$ cat config.mk
export PLATFORM = sky130hd
export DESIGN_NAME = twos_to_sign_mag_flat
export DESIGN_NICKNAME = d
export VERILOG_FILES = /design/src/rtl/polar_dec_pkg.sv /design/src/rtl/twos_to_sign_mag_if.sv /design/src/rtl/two_to_sign_core.sv /design/src/rtl/twos_to_sign_mag.sv /design/src/flat_wrapper.sv
export SDC_FILE = /design/constraint.sdc
export NUM_CORES = 1
export LEC_CHECK = 0
export CORE_AREA = 2 2 39 41
export CTS_CLUSTER_DIAMETER = 30
export DETAILED_ROUTE_END_ITERATION = 10
export DIE_AREA = 0 0 41 43
export GPL_ROUTABILITY_DRIVEN = 0
export PLACE_DENSITY_LB_ADDON = 0.15
export SYNTH_ARGS = -nofsm -noshare
export SYNTH_HDL_FRONTEND = slang
export SYNTH_SLANG_ARGS = --single-unit
$ cat constraint.sdc
create_clock -name clk -period 3.1 [get_ports clk]
set_input_delay 0.465 -clock clk [delete_from_list [all_inputs] [get_ports clk]]
set_output_delay 0.465 -clock clk [all_outputs]
set_load 0.005 [all_outputs]
$ cat src/rtl/polar_dec_pkg.sv
// rtl/polar_dec_pkg.sv - shared word-width and saturation constants for the polar decoder datapath
package polar_dec_pkg;

  localparam int LLR_W = 9;

  // Two's-complement pattern whose magnitude does not fit in LLR_W-1 bits.
  localparam logic [LLR_W-1:0] LLR_MOST_NEG = {1'b1, {(LLR_W-1){1'b0}}};

  localparam logic [LLR_W-2:0] LLR_SAT_MAG = '1;

endpackage

$ cat src/rtl/twos_to_sign_mag_if.sv
// rtl/twos_to_sign_mag_if.sv - sample in/out bundle for the converter stage
// Optional sat_o signal present when TWO_TO_SIGN_SAT_FLAG_EN is defined.
interface twos_to_sign_mag_if
  import polar_dec_pkg::*;
#(
  parameter int WIDTH = LLR_W
) ();

  logic             in_valid;
  logic [WIDTH-1:0] in1;
  logic             out_valid;
  logic [WIDTH-1:0] out1;
`ifdef TWO_TO_SIGN_SAT_FLAG_EN
  logic             sat_o;

  modport master (output in_valid, in1, input out_valid, out1, sat_o);
  modport slave  (input in_valid, in1, output out_valid, out1, sat_o);
`else
  modport master (output in_valid, in1, input out_valid, out1);
  modport slave  (input in_valid, in1, output out_valid, out1);
`endif

endinterface

$ cat src/rtl/two_to_sign_core.sv
// rtl/two_to_sign_core.sv - combinational two's-complement to sign-magnitude conversion
// Saturation flag output present when TWO_TO_SIGN_SAT_FLAG_EN is defined.
module two_to_sign_core
  import polar_dec_pkg::*;
#(
  parameter int WIDTH = LLR_W
) (
  input  logic [WIDTH-1:0] x_i,
`ifdef TWO_TO_SIGN_SAT_FLAG_EN
  output logic             sat_o,
`endif
  output logic [WIDTH-1:0] y_o
);

  logic [WIDTH-2:0] mag_w;
  logic             is_min_w;

  // Low bits of ~x+1 depend only on the low bits of x, so the sign bit is dropped early.
  assign mag_w    = ~x_i[WIDTH-2:0] + (WIDTH-1)'(1);
  assign is_min_w = x_i[WIDTH-1] & ~(|x_i[WIDTH-2:0]);

  always_comb begin
    y_o = x_i;
    if (x_i[WIDTH-1]) begin
      y_o = is_min_w ? '1 : {1'b1, mag_w};
    end
  end

`ifdef TWO_TO_SIGN_SAT_FLAG_EN
  assign sat_o = is_min_w;
`endif

endmodule

$ cat src/rtl/twos_to_sign_mag.sv
// rtl/twos_to_sign_mag.sv - registered two's-complement to sign-magnitude stage, 1-cycle latency
// Registered sat_o flag added when TWO_TO_SIGN_SAT_FLAG_EN is defined.
module twos_to_sign_mag
  import polar_dec_pkg::*;
#(
  parameter int WIDTH = LLR_W
) (
  input  logic              clk,
  input  logic              rst,
  twos_to_sign_mag_if.slave bus
);

  logic [WIDTH-1:0] conv_w;
  logic [WIDTH-1:0] out1_d,      out1_q;
  logic             out_valid_d, out_valid_q;

`ifdef TWO_TO_SIGN_SAT_FLAG_EN
  logic sat_w, sat_d, sat_q;

  two_to_sign_core #(.WIDTH(WIDTH)) u_core (
    .x_i   (bus.in1),
    .sat_o (sat_w),
    .y_o   (conv_w)
  );
`else
  two_to_sign_core #(.WIDTH(WIDTH)) u_core (
    .x_i (bus.in1),
    .y_o (conv_w)
  );
`endif

  // Result and flag only move on an accepted sample; otherwise they hold.
  always_comb begin
    out_valid_d = bus.in_valid;
    out1_d      = bus.in_valid ? conv_w : out1_q;
`ifdef TWO_TO_SIGN_SAT_FLAG_EN
    sat_d       = bus.in_valid ? sat_w : sat_q;
`endif
  end

  always_ff @(posedge clk) begin
    if (rst) begin
      out_valid_q <= 1'b0;
      out1_q      <= '0;
`ifdef TWO_TO_SIGN_SAT_FLAG_EN
      sat_q       <= 1'b0;
`endif
    end else begin
      out_valid_q <= out_valid_d;
      out1_q      <= out1_d;
`ifdef TWO_TO_SIGN_SAT_FLAG_EN
      sat_q       <= sat_d;
`endif
    end
  end

  assign bus.out_valid = out_valid_q;
  assign bus.out1      = out1_q;
`ifdef TWO_TO_SIGN_SAT_FLAG_EN
  assign bus.sat_o     = sat_q;
`endif

endmodule

$ cat src/flat_wrapper.sv
// flat-port wrapper written by rule: the top's interface ports become plain ports
module twos_to_sign_mag_flat import polar_dec_pkg::*;
#(
  parameter int WIDTH = LLR_W
)
  (clk, rst, bus_in_valid, bus_in1, bus_out_valid, bus_out1);
  twos_to_sign_mag_if #(.WIDTH(WIDTH)) bus_i ();
  input  logic clk;
  input  logic rst;
  input wire logic [$bits(bus_i.in_valid)-1:0] bus_in_valid;
  input wire logic [$bits(bus_i.in1)-1:0] bus_in1;
  output wire logic [$bits(bus_i.out_valid)-1:0] bus_out_valid;
  output wire logic [$bits(bus_i.out1)-1:0] bus_out1;
  assign bus_i.in_valid = bus_in_valid;
  assign bus_i.in1 = bus_in1;
  assign bus_out_valid = bus_i.out_valid;
  assign bus_out1 = bus_i.out1;
  twos_to_sign_mag #(.WIDTH(WIDTH)) u_core (.clk(clk), .rst(rst), .bus(bus_i));
endmodule
==> metrics.txt <==
Worst-path clk slew about 0.070 ns; layout cells sized above 1 under 10%; routed vias/inst 4.89; CP cell instances clkdlybuf4s50_1 > or4_4 > o41a_4 > a211oi_1; Total Die Area 1760 um^2; FF+latch count, synth 10; pin count of the biggest net entering global routing 15; CTS Sinks 10; final worst-path cycle share 65.8%; antenna-violating nets left 0; DR iter-0 viols 2; Clock Skew 0 ns; CP endpoint kind register; CP startpoint bus_in1[4]; CORE AREA 1380 um^2; Final Critical Period just over 2 ns; Peak Freq roughly 500 MHz; CTS root buf clkbuf_4; Routed WL per cell roughly 12 um; Crit Path Class in -> reg; initial antenna violation count 0; final-report hold violation count 0; leakage power 0.298 nW; H-Tree Depth 1; vias in the first global route between 400 and 500; nets@finish 93; DP Wirelength just over 800 um; slowest stage cell on the critical path or4_4; area grow syn2layout 50.6%; post-route cell area between 700 and 800 um^2; leading area contributor after synthesis dfxtp_1; syn nets 70; Worst R2R Path Depth 2; Top Ports 22; setup bufs post-CTS 0; Layout fillers around 140; Max IR drop VDD between 0.0002 and 0.00025 V; final slew viol count 0; Synth Instances between 50 and 60; FF-to-FF Start u_core.bus.out1[6]; CTS tree built; GRT overflow 0; RSZ-0062 raised after global routing false; number of max-cap violations 0; most common cell after layout, fill and taps aside clkdlybuf4s50_1; flop2flop setup slack about 2.2 ns; Starting Density a little over a third; Post-DP Area slightly above 700 um^2; type of origin of the critical path primary input; Vias approximately 470; Synth top area share between 30% and 40%; FF-to-FF End u_core.bus.out1[6]; WL final about 1100 um; yosys warns 0; most frequent cells in the layout 21 x clkdlybuf4s50_1, 11 x nor2_1, 10 x dfxtp_1; DR DRC count 0; post-cts sizing count 0; Top delay family on crit path compound AO/OA/AOI/OAI gates; Max stage delay on crit path ~0.56 ns; worst skew pair latency around 0.26 ns; status complete, no violations; Ant. Diodes 0; final std cells w/o fill between 90 and 100; Worst Path Max Fanout 7; Avg Inst Size Synth roughly 8.8 um^2; sequential cell area fraction in the yosys report between 30% and 40%; DRT Pass-1 Iters 4; relative slew slack 65.3%; gr usage total between 10% and 20%; Worst Path Arrival 2.21 ns; cell count of the worst hold path 2; Synth Cell Area 504 um^2; hold slack just under 0.5 ns; hold_sp u_core.bus.out1[7]; Hold Buf Count CTS 0; worst hold path class reg -> reg; Hold Path Sink u_core.bus.out1[7]; top cells by area, synth dfxtp_1 40%, a211oi_1 8.9%, nor2_1 8.2%, xor2_1 6.9%, o41a_4 4.2%; number of I/O port buffers 21; dpl cells 91; die height about 43 um; Synth cell types 23; Worst-Margin Slew approximately 0.52 ns; Site Rows 14; clk buf depth 2; Power Dens Cells roughly 430 nW/um^2; first-pass GRT wire length around 1800 um; Final setup violation count 0; Critical Path RT ~3.3 ns; total CTS buffers 3; final setup TNS 0 ns; Die X-Extent 41 um; Buf/Inv on CP 1
registers in the layout (all words and copies together), names as in the netlist:
register              count
u_core.bus.out1           9
u_core.bus.out_valid      1
report_power, final:
| part | internal [mW] | switching, mW | total (mW) |
|---|---|---|---|
| logic | 0.0424 | 0.0289 | 0.0713 |
| registers | 0.138 | 0.00456 | 0.143 |
| clock network | 0.0713 | 0.0438 | 0.115 |
cell type report:
type	count	area, um^2	share of cell area [%]
Sequential cell	10	200	26.4
Clock buffer	4	36.3	4.78
Inverter	3	11.3	1.48
Tap cell	16	20.0	2.64
Timing Repair Buffer	21	210	27.7
Multi-Input combinational cell	41	282	37.1
tightest hold or removal path, stage by stage (launching register included):
cell	delay (ns)
dfxtp_1	0.31
nor2_1	0.08
a211oi_1	0.05
logic make-up after synthesis:
kind of cell               count (synthesis)  synth area share, %
AOI/OAI and AO/OA                         13                 22.1
xor gates and xnor gates                   5                 8.68
adders and majority gates                  1                 2.48
buffers and inverters                      6                 4.47
DFF                                       10                 39.7
muxes                                      2                 3.97
and+or+nand+nor                           20                 18.6
Yosys cell counts:
| cell | number |
|---|---|
| or4_4 | 1 |
| nor4_1 | 1 |
| a211oi_1 | 6 |
| ha_1 | 1 |
| mux2i_1 | 2 |
| nor2_1 | 11 |
| nor2b_1 | 1 |
| xnor2_1 | 1 |
| o41a_4 | 1 |
| o22ai_1 | 1 |
| clkbuf_1 | 2 |
| buf_1 | 1 |
| or3_1 | 1 |
| o21ai_0 | 2 |
| a211oi_2 | 1 |
| inv_1 | 3 |
| xor2_1 | 4 |
| o31ai_1 | 1 |
| dfxtp_1 | 10 |
| nand2_1 | 3 |
| nand2b_1 | 1 |
| nand3_1 | 1 |
| a2111oi_0 | 1 |
per-stage QoR:
step | utilization (%) | setup WS [ns] | power [mW]
floorplan | - | 1.37 | 0.177
global placement | 52.3 | 0.791 | 0.217
detailed placement | 52.3 | 0.785 | 0.218
CTS | 54.9 | 1.07 | 0.335
global route | 54.9 | 0.995 | 0.348
finish | 54.9 | 1.06 | 0.329
routing by layer:
layer / vias up / wire length, um / GRT usage [%]
met2: 14 / 506 / 21.9
met1: 205 / 521 / 19.7
met4: 0 / 17 / 6.00
met5: - / 0 / 0
li1: 244 / - / -
met3: 2 / 64 / 9.42
how the worst max path moves through the flow:
stage / cells past startpoint / endpoint / slack, ns
after global routing: 4 / u_core.bus.out1[3] / 1.0
after global placement: 4 / u_core.bus.out1[1] / 0.79
final: 4 / u_core.bus.out1[1] / 1.06
after floorplan: 3 / u_core.bus.out1[0] / 1.37
after detailed placement: 4 / u_core.bus.out1[3] / 0.78
after CTS: 4 / u_core.bus.out1[3] / 1.07
Power figures use the tool's default switching activity.
==> variant 1, RTL diff (config.mk and constraints unchanged) <==
Set the package constant `LLR_W` to 13 (it was 9).
--- a/src/rtl/polar_dec_pkg.sv
+++ b/src/rtl/polar_dec_pkg.sv
@@ -2,5 +2,5 @@
 package polar_dec_pkg;
 
-  localparam int LLR_W = 9;
+  localparam int LLR_W = 13;
 
   // Two's-complement pattern whose magnitude does not fit in LLR_W-1 bits.
Interface: changed (resized bus_in1 and bus_out1); port bits go from 22 to 30. The function was not compared with the original's and may differ.
==> variant 1 against the unedited design <==
Combinational power increased by 54%. Sequential cell count increased by 4. Sequential share of layout area decreased by 0.25 points. Maximum frequency decreased by 10%. Via count increased by 51%. Area after synthesis increased by 49%. Setup slack got worse by 230 ps. First-iteration DRC count increased to 3.5 times the old value. Global-route usage increased by 7.1 points. Non-clock buffer count increased by 11. Design area increased by 41%. Total power increased by 25%. Wire length increased by 50%.
==> variant 1: results (changes against the unedited design) <==
Status
  • Status: finished clean (unchanged)

Global route
  • Grt met3 use: 0.0471 (was 0.0942)
  • Met1 Track Usage GR: 0.285 (was 0.197)
  • First-pass GRT wire length: 2770 µm (was 1830 µm)
  • Met2 GRT Util: 0.375 (was 0.219)
  • Gr usage total: 0.230 (was 0.159)
  • Vias in the first global route: 672 (was 436)

Yosys
  • Sequential area share after synthesis: 0.373 (was 0.397)
  • Top post-synthesis cells by area: dfxtp_1, a211oi_1, nor2_1 (unchanged)
  • Xor/xnor share of the synthesized area: 0.105 (was 0.0868)
  • Syn Nets: 99 (was 70)
  • Prevailing post-synth register cell: dfxtp_1 (unchanged)
  • Synth Area in Compound Gates: 0.265 (was 0.221)
  • Mux cell area share after synthesis: 0.0266 (was 0.0397)
  • Count of cell types in the netlist: 28 (was 23)
  • Synth Area in Adders: 0.0166 (was 0.0248)

Detailed routing
  • Met1 wire length: 715 µm (was 521 µm)
  • Routed len/inst: 13.0 µm (was 11.7 µm)
  • Vias/cell: 5.48 (was 4.89)
  • Met3 WL: 81 µm (was 64 µm)
  • Drt initial violations: 7 (was 2)

Timing
  • Slew at the pin with the worst max-slew slack: 504 ps (was 520 ps)
  • Fin crit share: 0.731 (was 0.658)

Cells and area
  • Share of cells above drive strength 1: 0.0982 (was 0.0886)
  • Bufs w/o clock: 32 (was 21)
  • Seq_cells: 14 (was 10)
  • Clock Network Area Fraction: 0.0210 (was 0.0478)
  • # fillers: 102 (was 142)
  • Multi-input gates: 59 (was 41)
  • Non-clock buffer share: 0.291 (was 0.277)
  • Logic inverters: 4 (was 3)
  • Nets: 131 (was 93)
  • Area of the multi-input gates: 423 µm² (was 282 µm²)

Clock network
  • Worst-skew pair later-pin latency: 290 ps (was 260 ps)
  • Post_cts resized: 0 (unchanged)

Hold path
  • WHS Path Cells: 2 (unchanged)
  • Hold Startpoint: u_core.bus.out1[10]$_SDFFE_PP0P_ (was u_core.bus.out1[7]$_SDFFE_PP0P_)
  • Hold Path End: u_core.bus.out1[10]$_SDFFE_PP0P_ (was u_core.bus.out1[7]$_SDFFE_PP0P_)

Worst setup path
  • Worst R2R End: u_core.bus.out1[2]$_SDFFE_PP0P_ (was u_core.bus.out1[6]$_SDFFE_PP0P_)
  • Worst R2R Setup Slack: 2410 ps (was 2200 ps)
  • Crit path capture: u_core.bus.out1[0]$_SDFFE_PP0P_ (was u_core.bus.out1[1]$_SDFFE_PP0P_)
  • Critical Path AT: 2470 ps (was 2210 ps)
  • Worst reg2reg startpoint: u_core.bus.out1[2]$_SDFFE_PP0P_ (was u_core.bus.out1[6]$_SDFFE_PP0P_)
  • Crit path launch: bus_in1[6] (was bus_in1[4])

Placement
  • Worst slack at placement: 545 ps (was 785 ps)
  • Port bufs: 29 (was 21)

Pwr
  • VDD IR max: 0.215 mV (was 0.201 mV)
==> variant 1: cell count changes in the layout (fill, tap and decap cells not counted), sizes merged, moves of 2 or more <==
cell,unedited run,this run
o41ai,0,2
buf,0,3
o31ai,1,4
xor2,4,6
xnor2,1,3
nor2,11,15
a211oi,7,11
or3,1,3
clkdlybuf4s50,21,29
dfxtp,10,14
==> variant 1: power by group <==
part / switching [mW] / leakage, nW / internal [mW]
clock network: 0.0574 / 0.0138 / 0.0453
logic: 0.0467 / 0.285 / 0.0632
registers: 0.00660 / 0.116 / 0.194
total: 0.111 / 0.415 / 0.302
==> variant 1: critical path, stage by stage <==
cell	delay [ps]
clkdlybuf4s50_1	490
or4_4	590
nor3_1	230
a31oi_1	230
buf_4	230
a211oi_1	220
==> variant 1: metrics by stage <==
stage	hold WS (ps)	cell area (µm²)	util	std cells
finish	472	1070	0.776	128
detailed placement	462	1050	0.759	125
CTS	472	1070	0.776	128
global placement	448	1050	0.759	125
floorplan	455	752	-	82
global route	488	1070	0.776	128
==> variant 2, RTL diff (config.mk and constraints unchanged) <==
Without the edit above. Make the reset (`rst`) asynchronous in one clocked block.
--- a/src/rtl/twos_to_sign_mag.sv
+++ b/src/rtl/twos_to_sign_mag.sv
@@ -39,5 +39,5 @@
   end
 
-  always_ff @(posedge clk) begin
+  always_ff @(posedge clk or posedge rst) begin
     if (rst) begin
       out_valid_q <= 1'b0;
Formal check against the unedited RTL: differs if rst is asserted again (counterexample within 4 cycles, from zero or initial values and one cycle with rst high); with rst held inactive, the same outputs for 10 cycles.
==> variant 2 against the unedited design <==
Count of clock-buffer cells in the layout shrank 1. Sequential power grew 6%. Critical path depth grew 2. Largest power group unchanged. Total power grew 1.7%. Wire length grew 16%. Sequential cell count is the same. Area after synthesis grew 25%. Design area grew 14%. Clock skew is the same. Largest cell class unchanged. Setup slack gained 300 ps. Utilization grew 7.7 points.
==> variant 2: results (changes against the unedited design) <==
Global route
  • Pin count of the biggest net entering global routing: 18 (was 15)
  • Vias in the first global route: 483 (was 436)
  • First-pass GRT wire length: 2120 µm (was 1830 µm)
  • Gr usage total: 0.175 (was 0.159)
  • Antenna violations before repair: 0 (unchanged)

Detailed routing
  • Routed len/inst: 12.9 µm (was 11.7 µm)
  • Detailed Routing Iterations Pass 1: 4 (unchanged)
  • Vias/cell: 5.28 (was 4.89)
  • Drt initial violations: 7 (was 2)

Clock network
  • Setup Fix Bufs, Post-CTS: 0 (unchanged)
  • Clk root buf: clkbuf_4 (unchanged)
  • Clock buffer depth: 2 (unchanged)
  • Worst-skew pair later-pin latency: 260 ps (about the same)
  • CTS clk-pin slew, worst paths: 70 ps (about the same)
  • TritonCTS Buffers: 3 (unchanged)
  • Post_cts resized: 0 (unchanged)
  • # H-tree levels: 1 (unchanged)

Pwr
  • VDD IR max: 0.204 mV (was 0.201 mV)
  • Leakage: 0.350 nW (was 0.298 nW)

Yosys
  • Sequential area share after synthesis: 0.396 (was 0.397)
  • Ys async rst share: 1.00 (was 0)
  • Synth warn: 0 (unchanged)
  • Syn Nets: 75 (was 70)
  • Count of cell types in the netlist: 28 (was 23)
  • Synth top cells by count: dfrtp_1, a21oi_1, nor2_1 (was nor2_1, dfxtp_1, a211oi_1)
  • Top post-synthesis cells by area: dfrtp_1, nor4b_4, a21oi_1 (was dfxtp_1, a211oi_1, nor2_1)

Worst setup path
  • Required @ worst endpoint: 3270 ps (about the same)
  • Crit path max-delay family: buffers and inverters (was compound AO/OA/AOI/OAI gates)
  • Worst path max stage delay: 480 ps (was 560 ps)
  • Crit-path max FO: 5 (was 7)
  • Slowest CP cell: clkdlybuf4s50_1 (was or4_4)

Cells and area
  • Antenna Cells: 0 (unchanged)
  • Nets: 99 (was 93)
  • Share of cells above drive strength 1: 0.143 (was 0.0886)
  • # fillers: 131 (was 142)
  • Max FFs per register: 9 (unchanged)

Placement
  • Port bufs: 21 (unchanged)
  • HPWL after DPL: 975 µm (was 815 µm)
  • Area post-placement: 843 µm² (was 723 µm²)

Timing
  • Worst relative slew slack: 0.627 (was 0.653)
  • Layout Skew: 0 ps (unchanged)

Hold path
  • Worst hold path class: input port to asynchronous set/reset pin (was flop to flop)

Status
  • Status: finished clean (unchanged)
-- variant 2: metal layers --
metal  track usage  part of all wire
met5             0                 0
met3        0.0314             0.046
met2         0.253              0.47
met4        0.0600             0.016
met1         0.255              0.47
-- variant 2: logic make-up after synthesis --
kind of cell | count (synthesis) | synth area share
buf+inv | 7 | 0.0594
simple gates | 21 | 0.228
mux | 2 | 0.0337
fa+ha+maj | 1 | 0.0198
xor+xnor | 2 | 0.0277
flops | 10 | 0.396
compound gates | 19 | 0.236
-- variant 2: path summary, 6_finish.rpt --
kind	end	slack, ps	depth (start not counted)	start
min reg2reg	u_core.bus.out1[8]$_DFFE_PP0P_	520	1	u_core.bus.out1[8]$_DFFE_PP0P_
max	u_core.bus.out1[5]$_DFFE_PP0P_	1360	6	bus_in1[1]
min in group clk	u_core.bus.out1[8]$_DFFE_PP0P_	520	1	u_core.bus.out1[8]$_DFFE_PP0P_
min	u_core.bus.out1[4]$_DFFE_PP0P_	480	2	rst
max in group asynchronous	u_core.bus.out1[3]$_DFFE_PP0P_	2330	2	rst
max reg2reg	u_core.bus.out1[8]$_DFFE_PP0P_	2350	1	u_core.bus.out1[8]$_DFFE_PP0P_
-- variant 2: where the power goes --
part	internal [mW]	total (mW)	switching [mW]	leakage [nW]
combinational	0.0563	0.0965	0.0402	0.224
sequential	0.145	0.152	0.00683	0.112
clock	0.0447	0.0869	0.0422	0.0138
total	0.246	0.335	0.0892	0.350
-- variant 2: cell type report --
class                   instances  area, µm²  share of cell area
well taps                      16       20.0              0.0231
clock buffers                   3       22.5              0.0260
inverters                       5       18.8              0.0217
flip-flops and latches         10        250               0.289
repair buffers                 21        210               0.243
multi-input cells              45        344               0.397
-- variant 2: per-stage QoR --
| stage | util | setup slack, ps | cells |
|---|---|---|---|
| 2_1_floorplan | - | 1720 | 62 |
| 3_3_place_gp | 0.609 | 1130 | 97 |
| 3_5_place_dp | 0.609 | 1090 | 97 |
| 4_1_cts | 0.626 | 1350 | 100 |
| 5_1_grt | 0.626 | 1250 | 100 |
| 6_report | 0.626 | 1360 | 100 |
